$ cat src/rtl/cdb_rr_sched.sv
// cdb_rr_sched: buffered round-robin common-data-bus scheduler.
// Each functional unit has a private result FIFO with a valid/ready
// handshake. Each cycle one non-empty FIFO is popped onto a registered CDB
// output, and a branch mispredict flushes every buffered result.
// Optional build macro: CDB_FIXED_PRIO_EN. When it is defined, the
// lowest-index non-empty FIFO always wins and there is no rr_ptr.

package cdb_rr_sched_pkg;
    typedef struct packed {
        logic [3:0]  tag;
        logic [31:0] value;
    } cdb_entry_t;
endpackage

module cdb_rr_sched
    import cdb_rr_sched_pkg::*;
#(
    parameter int NUM_FU    = 2,
    parameter int BUF_DEPTH = 2
) (
    input  logic                      clk,
    input  logic                      rst,
    input  logic       [NUM_FU-1:0]   fu_valid,
    input  cdb_entry_t [NUM_FU-1:0]   fu_data,
    output logic       [NUM_FU-1:0]   fu_ready,
    input  logic                      branch_mispredict,
    output logic                      cdb_valid,
    output cdb_entry_t                cdb_out,
    output logic       [NUM_FU-1:0]   grant
);

    localparam int IDX_W = $clog2(NUM_FU);
    localparam int PTR_W = (BUF_DEPTH > 1) ? $clog2(BUF_DEPTH) : 1;
    localparam int CNT_W = $clog2(BUF_DEPTH + 1);

    logic [NUM_FU-1:0] elig;
    logic [NUM_FU-1:0] push;
    logic [NUM_FU-1:0] pop;
    cdb_entry_t        head_data [NUM_FU];

    logic              win_found;
    logic [IDX_W-1:0]  win_idx;
    logic [NUM_FU-1:0] win_oh;
    cdb_entry_t        head_sel;

    logic              cdb_valid_reg;
    cdb_entry_t        cdb_out_reg;
    logic [NUM_FU-1:0] grant_reg;

    // Per-FU result FIFOs
    genvar gi;
    generate
        for (gi = 0; gi < NUM_FU; gi++) begin : g_fifo
            cdb_entry_t       mem [BUF_DEPTH];
            logic [PTR_W-1:0] wptr_reg;
            logic [PTR_W-1:0] rptr_reg;
            logic [CNT_W-1:0] count_reg;
            logic [PTR_W-1:0] wptr_next;
            logic [PTR_W-1:0] rptr_next;

            // Ready comes from registered occupancy only and is held low
            // during reset. A full FIFO is not ready even when it is popped
            // in the same cycle.
            assign fu_ready[gi] = rst && (count_reg < CNT_W'(BUF_DEPTH));
            assign push[gi]     = fu_valid[gi] && fu_ready[gi] && !branch_mispredict;
            assign elig[gi]     = (count_reg != '0);
            assign head_data[gi] = mem[rptr_reg];

            assign wptr_next = (wptr_reg == PTR_W'(BUF_DEPTH - 1)) ? '0 : wptr_reg + 1'b1;
            assign rptr_next = (rptr_reg == PTR_W'(BUF_DEPTH - 1)) ? '0 : rptr_reg + 1'b1;

            // Pointer and occupancy bookkeeping. A flush clears the FIFO
            // and also drops any push in the same cycle.
            always_ff @(posedge clk) begin
                if (!rst) begin
                    wptr_reg  <= '0;
                    rptr_reg  <= '0;
                    count_reg <= '0;
                end else if (branch_mispredict) begin
                    wptr_reg  <= '0;
                    rptr_reg  <= '0;
                    count_reg <= '0;
                end else begin
                    if (push[gi]) wptr_reg <= wptr_next;
                    if (pop[gi])  rptr_reg <= rptr_next;
                    case ({push[gi], pop[gi]})
                        2'b10:   count_reg <= count_reg + 1'b1;
                        2'b01:   count_reg <= count_reg - 1'b1;
                        default: count_reg <= count_reg;
                    endcase
                end
            end

            // Payload storage. It is written only on an accepted handshake.
            always_ff @(posedge clk) begin
                if (push[gi]) mem[wptr_reg] <= fu_data[gi];
            end
        end
    endgenerate

`ifdef CDB_FIXED_PRIO_EN
    // Fixed priority: the lowest-index non-empty FIFO wins.
    always_comb begin
        win_found = 1'b0;
        win_idx   = '0;
        for (int i = NUM_FU - 1; i >= 0; i--) begin
            if (elig[i]) begin
                win_found = 1'b1;
                win_idx   = IDX_W'(i);
            end
        end
    end
`else
    logic [IDX_W-1:0] rr_ptr_reg;
    logic [IDX_W:0]   cand;

    // Round-robin search starts at rr_ptr and wraps through 0. It uses
    // pre-edge occupancy, so there is no same-cycle bypass.
    always_comb begin
        win_found = 1'b0;
        win_idx   = '0;
        cand      = '0;
        for (int k = 0; k < NUM_FU; k++) begin
            cand = {1'b0, rr_ptr_reg} + (IDX_W + 1)'(k);
            if (cand >= (IDX_W + 1)'(NUM_FU)) cand = cand - (IDX_W + 1)'(NUM_FU);
            if (!win_found && elig[cand[IDX_W-1:0]]) begin
                win_found = 1'b1;
                win_idx   = cand[IDX_W-1:0];
            end
        end
    end

    // rr_ptr moves to the slot after the winner. It keeps its value when
    // there is no grant and across a flush.
    always_ff @(posedge clk) begin
        if (!rst) begin
            rr_ptr_reg <= '0;
        end else if (!branch_mispredict && win_found) begin
            rr_ptr_reg <= (win_idx == IDX_W'(NUM_FU - 1)) ? '0 : win_idx + 1'b1;
        end
    end
`endif

    // One-hot winner and head-entry mux.
    always_comb begin
        win_oh   = '0;
        head_sel = '0;
        for (int i = 0; i < NUM_FU; i++) begin
            if (win_found && (win_idx == IDX_W'(i))) begin
                win_oh[i] = 1'b1;
                head_sel  = head_data[i];
            end
        end
    end

    assign pop = win_oh;

    // Registered CDB broadcast. Reset takes precedence over flush.
    always_ff @(posedge clk) begin
        if (!rst || branch_mispredict || !win_found) begin
            cdb_valid_reg <= 1'b0;
            cdb_out_reg   <= '0;
            grant_reg     <= '0;
        end else begin
            cdb_valid_reg <= 1'b1;
            cdb_out_reg   <= head_sel;
            grant_reg     <= win_oh;
        end
    end

    assign cdb_valid = cdb_valid_reg;
    assign cdb_out   = cdb_out_reg;
    assign grant     = grant_reg;

endmodule

$ cat config.mk
export PLATFORM = sky130hd
export DESIGN_NAME = cdb_rr_sched
export DESIGN_NICKNAME = d
export VERILOG_FILES = /design/src/rtl/cdb_rr_sched.sv
export SDC_FILE = /design/constraint.sdc
export NUM_CORES = 1
export LEC_CHECK = 0
export BUFFER_PORTS_ARGS = -buffer_cell sky130_fd_sc_hd__buf_4
export CAP_MARGIN = 15
export CORE_UTILIZATION = 63
export CTS_BUF_LIST = sky130_fd_sc_hd__clkbuf_8
export CTS_CLUSTER_SIZE = 12
export DETAILED_ROUTE_END_ITERATION = 12
export PLACE_DENSITY_LB_ADDON = 0.3
export SYNTH_ARGS = -nofsm -noshare
export SYNTH_HDL_FRONTEND = slang
export SYNTH_SLANG_ARGS = --single-unit
$ cat constraint.sdc
create_clock -name clk -period 6.78 [get_ports clk]
set_clock_uncertainty 0.1 [all_clocks]
set_input_delay 1.695 -clock clk [delete_from_list [all_inputs] [get_ports clk]]
set_output_delay 1.695 -clock clk [all_outputs]
set_load 0.03 [all_outputs]
Yosys cells after proc, flatten, opt, wreduce, memory -nomap -nowiden --
Memory sizes are Yosys's and may differ from the RTL's. A register that Yosys moved wholly into a read port is not among the register bits. Cells that the tools add are included.
Operators by class: $add $sub $neg 12, multipliers 0, div/mod/pow operators 0, magnitude comparators 6, eq/ne operators 4, shift operators 0, mux-type cells 30, bitwise logic cells 2, reductions and logical operators 21
Operator list (count):
- $mux 36 | 2
- $mux 1 | 26
- $logic_and 1x1->1 | 10
- $pmux 2 s2 | 2
- $reduce_bool 2->1 | 4
- $add 1x1->1 const B | 5
- $add 2x1->2 const B | 2
- $eq 2x1->1 const B | 2
- $eq 2x2->1 const B | 2
- $logic_not 1->1 | 4
- $lt 1x2->1 const B | 2
- $lt 2x2->1 const B | 2
- $sub 2x1->2 const B | 2
- $add 1x1->2 const B | 1
- $ge 1x2->1 const B | 1
- $ge 2x2->1 const B | 1
- $logic_or 1x1->1 | 2
- $not 1->1 | 2
- $reduce_or 2->1 | 1
- $sub 1x1->1 const B | 2
Storage, ports and cells: bits in registers 48, latch bits 0, RAM bits 144, bits in read-only memories 0, input bits 77, logic and storage cells 88, memories 2
Memories:
- g_fifo[0].mem | depth 2, bits a word 36, read ports 1, clocked after Yosys merged registers in 1, wr ports 1, line 54 | cdb_entry_t mem [BUF_DEPTH];
- g_fifo[1].mem | depth 2, bits a word 36, read ports 1, clocked after Yosys merged registers in 1, wr ports 1, line 54

Longest topological paths before layout --
Gate-level depths: netlist of the first run.
word-level depth 13, mapped depth 8, mapped depth without buffers 6

Worst setup path after synthesis of the first run --
OpenSTA, ideal clock, no wires.
kind input to register, start input fu_valid[1], end memory g_fifo[1].mem[0][0] in the netlist's numbering, enable pin, data arrival time 3.516 ns, data required time 6.251 ns, slack 2.735 ns, stages on the path 3, cell sequence nor2b_1 -> nand2_1 -> nor2_1
Between the ends: word-level cells in the longest chain between the ends 4
RTL lines:
- start: declaration | line 23 | input logic [NUM_FU-1:0] fu_valid,
- $logic_and 1x1->1 (2 in a row) | line 65 | assign push[gi] = fu_valid[gi] && fu_ready[gi] && !branch_mispredict;
- $mux 1 | line 96 | if (push[gi]) mem[wptr_reg] <= fu_data[gi];
- $mux 1 (implied by the code) | line 96
- end: declaration | line 54
Every way passes these cells.

Worst setup path after layout of the first run --
start input rst, end output fu_ready[0]
Between the ends: word-level cells in the longest chain between the ends 1
RTL lines:
- start: declaration | line 22 | input logic rst,
- $logic_and 1x1->1 | line 64 | assign fu_ready[gi] = rst && (count_reg < CNT_W'(BUF_DEPTH));
- end: declaration | line 25 | output logic [NUM_FU-1:0] fu_ready,
Every way passes these cells.

==> flow_summary.yaml, run 1 <==
logic_synthesis:
  avgSynthCellArea_um2: 17.6
  muxShareOfSynthArea_pct: 4.87
  synthMostInstantiatedCell: "edfxtp_1"
  synth_top_family_by_area: "compound AO/OA/AOI/OAI gates"
  ys_types: 33
  synth_fa_ha_area_share_pct: 0.338
  synthSimpleGateAreaFrac_pct: 5.16
  synth_area_leaders: "edfxtp_1 58%, dfxtp_1 14%, a221oi_2 6.1%"
  yosysSeqAreaShare_pct: 72.0
  synth_ff_type: "edfxtp_1"
  async_reset_ff_share_pct: 0
  synth-seq-cells: 194
  syn_nets: 499
  synth_top_area_share_pct: 58.4
  synth_cells: 420
  synthTopCellsByCount: "144 x edfxtp_1, 50 x dfxtp_1, 39 x nor2b_1"
  synth-edff-count: 144
  synth_xor_area_share_pct: 0.710
  synth_area_mm2: 0.00740
  yosys_warnings: 0
  synth_compound_area_share_pct: 13.9
  synth_area_leader_cell: "edfxtp_1"
clocking:
  clk_pin_slew_ps: 90
  cts_sinks: 194
  htreeDepth: 4
  cts.repair.resized: 0
  cts_tree: "built"
  root_buffer: "clkbuf_8"
  postCtsSetupRepairBufs: 0
  cts_hold_buf: 0
  cts_inserted_buffers: 17
  clock_latency_ps: 450
  clk_path_buf_depth: 2
power_and_ir_drop:
  power_frac_clock_pct: 32.9
  cellPowerDensity_mw_per_mm2: 248
  power_frac_seq_pct: 60.6
  p_int_uw: 1700
  p_comb_share_pct: 6.5
  ir_drop_v: 0.000154
  p_sw_uw: 460
  swShare_pct: 21.3
  leakagePower_uw: 0.00306
critical_path:
  crit_fanout: 5
  cp_slowest_cell: "buf_4"
  critPathKind: "input pin to output pin"
  worstPathArrival_ps: 2140
  max_stage_delay_ps: 160
  worstReg2RegStart: "g_fifo[0].count_reg[1]"
  ff2ff_setup_slack_ps: 4630
  reg2reg_depth: 3
  startpoint_type: "input pin"
  cpMostUsedCell: "buf_4"
  r2r_end: "g_fifo[0].mem[0][0]"
  crit_required_ps: 4990
  endpoint_kind: "output pin"
  cp_cell_sequence: "buf_4, and2b_1, buf_4"
placed_design:
  place_inst: 654
  io_buffers: 117
  place_congestion: 0.765
  post-dp-hpwl_um: 8210
sta:
  slew_headroom_pct: 21.9
  finalCriticalPeriod_ps: 3930
  setup_violations: 0
  worst_hold_slack_ps: 432
  max_freq_mhz: 254
  fin_tns_setup_ps: 0
  hold_viol: 0
  maxSlewViolCount: 0
  period_share_pct: 58.0
  tightestPinTransition_ps: 1170
  rsz0062_at_grt: "no"
floorplanning:
  start_util_pct: 64.8
  die_area_mm2: 0.0122
  io_pins: 118
  die_x_um: 110
  dieHeight_um: 110
  core_mm2: 0.0114
  placementRows: 39
routing:
  routed_wl_um: 13800
  dr_total_vias: 3956
  firstDrtPassIters: 4
  drt-initial-drc-count: 241
  antenna_left: 0
  viasPerCell: 5.76
  route.detailed.drc: 0
  routedWlPerCell_um: 20.1
global_route:
  grt_pass1_wl_um: 20700
  antenna_found_initial: 0
  grt_max_degree: 73
  grt_overflow_total: 0
  track_usage_pct: 24.0
  grt_pass1_vias: 4097
hold_path:
  min_path_cells: 2
  holdPathEnd: "g_fifo[1].rptr_reg"
  min_path_type: "flip-flop to flip-flop"
  min_from: "g_fifo[1].rptr_reg"
cells_and_area:
  fill_cells: 688
  drive_gt1_share_pct: 41.0
  largest_reg_flops: 144
  area_growth_pct: 17.5
  final_cells: 687
  fin_nets: 610
  num_antenna_cells: 0
status:
  outcome: "completed"
flow_run:
  maxCapViolCount: 0
## power by group through the flow
stage,registers [uW],clock network [uW],logic (uW)
after floorplan,1340,0,76.4
after global placement,1330,0,134
after detailed placement,1340,0,140
after CTS,1310,723,140
after global routing,1310,769,151
final,1310,711,141
## kinds of logic after synthesis
kind of cell	Yosys count
xor gates and xnor gates	6
adders and majority gates	2
and+or+nand+nor	64
muxes	36
AOI/OAI and AO/OA	88
buffers and inverters	30
DFF	194
## stage by stage
step	power [uW]	worst slack, ps	area (um2)	utilization [%]
final	2160	2850	8700	76.2
after global routing	2230	2840	8700	76.2
after floorplan	1410	2730	7400	-
after global placement	1470	2860	8290	72.6
after CTS	2170	2850	8670	75.9
after detailed placement	1480	2850	8290	72.6
## cell type report
type	instances	area, um2	area share (%)
Tap cell	143	179	2.06
Inverter	1	3.75	0.0432
Clock buffer	19	262	3.01
Clock inverter	13	120	1.38
Multi-Input combinational cell	196	1870	21.5
Sequential cell	194	5330	61.3
Timing Repair Buffer	121	928	10.7
## worst max-delay path by stage
stage,cells after the start,to,start
2_1_floorplan,3,g_fifo[1].mem[0][0],fu_valid[1]
3_3_place_gp,3,fu_ready[0],rst
3_5_place_dp,3,fu_ready[0],rst
4_1_cts,3,fu_ready[0],rst
5_1_grt,3,fu_ready[0],rst
6_report,3,fu_ready[0],rst
## worst max-delay path: cells and delay by family
family	cells	cell delay, ps
buffers and inverters	2	290
and+or+nand+nor	1	150
## metal layers
| metal | global-route usage, % | share of wire [%] |
|---|---|---|
| met5 | 0 | 0 |
| met4 | 7.99 | 1.0 |
| met3 | 7.05 | 6.1 |
| met2 | 41.3 | 52 |
| met1 | 28.9 | 41 |
## placed cells by master (no fill, tap or decap), drive strengths merged
| cell | count |
|---|---|
| a21oi | 6 |
| or3 | 5 |
| or2 | 1 |
| edfxtp | 144 |
| ha | 2 |
| and2b | 2 |
| nor2b | 39 |
| nand2 | 2 |
| and3 | 2 |
| nor2 | 11 |
| clkbuf | 19 |
| o21ba | 1 |
| xor2 | 2 |
| o21bai | 1 |
| clkinvlp | 2 |
| nor3 | 1 |
| bufinv | 2 |
| buf | 121 |
| clkinv | 6 |
| a21o | 1 |
| o21a | 1 |
| o21ai | 5 |
| mux2i | 36 |
| inv | 4 |
| a21boi | 1 |
| a221oi | 36 |
| dfxtp | 50 |
| a211oi | 36 |
| nand2b | 1 |
| xnor2 | 4 |
Power figures use the tool's default switching activity.
==> run 2, diff against run 1 <==
--- a/config.mk
+++ b/config.mk
@@ -7,7 +7,7 @@
 export LEC_CHECK = 0
 export BUFFER_PORTS_ARGS = -buffer_cell sky130_fd_sc_hd__buf_4
 export CAP_MARGIN = 15
-export CORE_UTILIZATION = 63
+export CORE_UTILIZATION = 58
 export CTS_BUF_LIST = sky130_fd_sc_hd__clkbuf_8
 export CTS_CLUSTER_SIZE = 12
 export DETAILED_ROUTE_END_ITERATION = 12
==> constraint.sdc (replaced) <==
create_clock -name clk -period 3.9 [get_ports clk]
set_clock_uncertainty 0.1 [all_clocks]
set_input_delay 0.975 -clock clk [delete_from_list [all_inputs] [get_ports clk]]
set_output_delay 0.975 -clock clk [all_outputs]
set_load 0.03 [all_outputs]
==> run 2 against run 1 <==
  * Register-to-register slack worse by 2900 ps
  * Clock-buffer cell count is 1 lower
  * Core utilization decreased by 4.6 points
  * Die area up 8.5%
  * Via count is 1.3% lower
  * Critical endpoint unchanged
  * Highest routed layer unchanged
==> flow_summary.yaml, run 2 (same netlist as run 1, synthesis figures left out) <==
status:
  outcome: "completed"
global_route:
  grt_max_degree: 73
  grt_overflow_total: 0
  grt_pass1_vias: 4071
  track_usage_pct: 22.3
  antenna_found_initial: 0
  grt_pass1_wl_um: 21300
routing:
  wl_met1_um: 5780
  antenna_left: 0
  drt-initial-drc-count: 210
  routedWlPerCell_um: 19.1
  wl_met2_um: 6930
  dr_total_vias: 3904
  routed.top_layer: "met4"
  firstDrtPassIters: 4
  routed_wl_um: 13600
  viasPerCell: 5.48
  met3_length_um: 794
  route.detailed.drc: 0
sta:
  worst_hold_slack_ps: 414
  tightestPinTransition_ps: 1130
  slew_headroom_pct: 25.0
  max_freq_mhz: 403
  rsz0062_at_grt: "no"
  setup_violations: 0
  fin_tns_setup_ps: 0
  finalCriticalPeriod_ps: 2480
  hold_viol: 0
  maxSlewViolCount: 0
  period_share_pct: 63.7
cells_and_area:
  final_core_util_pct: 71.5
  final_common_cell: "edfxtp_1"
  final_cell_mix: "144 x edfxtp_1, 121 x buf_4, 48 x dfxtp_1"
  fin_nets: 611
  largest_reg_flops: 144
  fill_cells: 816
  area_growth_pct: 18.1
  num_antenna_cells: 0
  drive_gt1_share_pct: 41.1
hold_path:
  min_from: "g_fifo[0].rptr_reg"
  min_path_cells: 2
  min_path_type: "flip-flop to flip-flop"
power_and_ir_drop:
  p_sw_uw: 825
  ir_drop_v: 0.000306
  swShare_pct: 21.9
  power_frac_clock_pct: 33.1
  leakagePower_uw: 0.00303
  fin_total_pwr_uw: 3770
  p_comb_share_pct: 6.5
  cellPowerDensity_mw_per_mm2: 432
  p_int_uw: 2940
  power_frac_seq_pct: 60.3
clocking:
  root_buffer: "clkbuf_8"
  cts_sinks: 194
  cts.repair.resized: 0
  cts_hold_buf: 0
  postCtsSetupRepairBufs: 0
  clk_path_buf_depth: 2
  htreeDepth: 4
  cts_inserted_buffers: 17
  clk_pin_slew_ps: 90
  cts_tree: "built"
  clock_latency_ps: 460
critical_path:
  critPathKind: "input pin to output pin"
  crit_fanout: 5
  worstPathArrival_ps: 1410
  crit_required_ps: 2820
  startpoint_type: "input pin"
  worstReg2RegStart: "g_fifo[1].count_reg[0]"
  endpoint_kind: "output pin"
  reg2reg_depth: 3
  setup.worst_path.start: "rst"
flow_run:
  maxCapViolCount: 0
floorplanning:
  die_area_mm2: 0.0132
  io_pins: 118
  start_util_pct: 60.6
  placementRows: 40
  die_x_um: 115
  dieHeight_um: 115
  core_mm2: 0.0122
placed_design:
  post-dp-hpwl_um: 8460
  place_congestion: 0.775
  io_buffers: 117
## run 2: power by group through the flow
stage	Combinational, uW	Clock, uW	Sequential [uW]
after global routing	265	1360	2280
after floorplan	133	0	2330
after CTS	248	1270	2280
final	246	1250	2270
after detailed placement	247	0	2320
after global placement	240	0	2320
## run 2: area by class of cell
| cell class | instances | area, um2 | area share (%) |
|---|---|---|---|
| multi-input combinational | 196 | 1870 | 21.4 |
| tap | 168 | 210 | 2.41 |
| timing repair buffer | 122 | 928 | 10.6 |
| sequential | 194 | 5330 | 61.0 |
| inverter | 1 | 3.75 | 0.0430 |
| clock buffer | 18 | 248 | 2.84 |
| clock inverter | 14 | 141 | 1.62 |
## run 2: path summary, 6_finish.rpt
path	to	slack, ps
max	fu_ready[0]	1420
min	flip-flop	410
max reg2reg	cdb_out[15]	1740
min reg2reg	flip-flop	410
## run 2: critical path, stage by stage
cell     delay [ps]
buf_4           130
and2b_1         150
buf_4           160
## run 2: through the flow
step                      instances  area [um2]  worst slack (ps)
after CTS                       713        8730              1420
after detailed placement        681        8350              1100
final                           713        8730              1420
after global placement          681        8350              1210
after global routing            713        8730              1400
after floorplan                 420        7400               575
## run 2: routing by layer
layer | vias to the layer above | track usage, %
met5 | - | 0
met4 | 0 | 7.97
met3 | 12 | 5.22
met2 | 125 | 37.9
met1 | 1905 | 28.1
li1 | 1862 | -
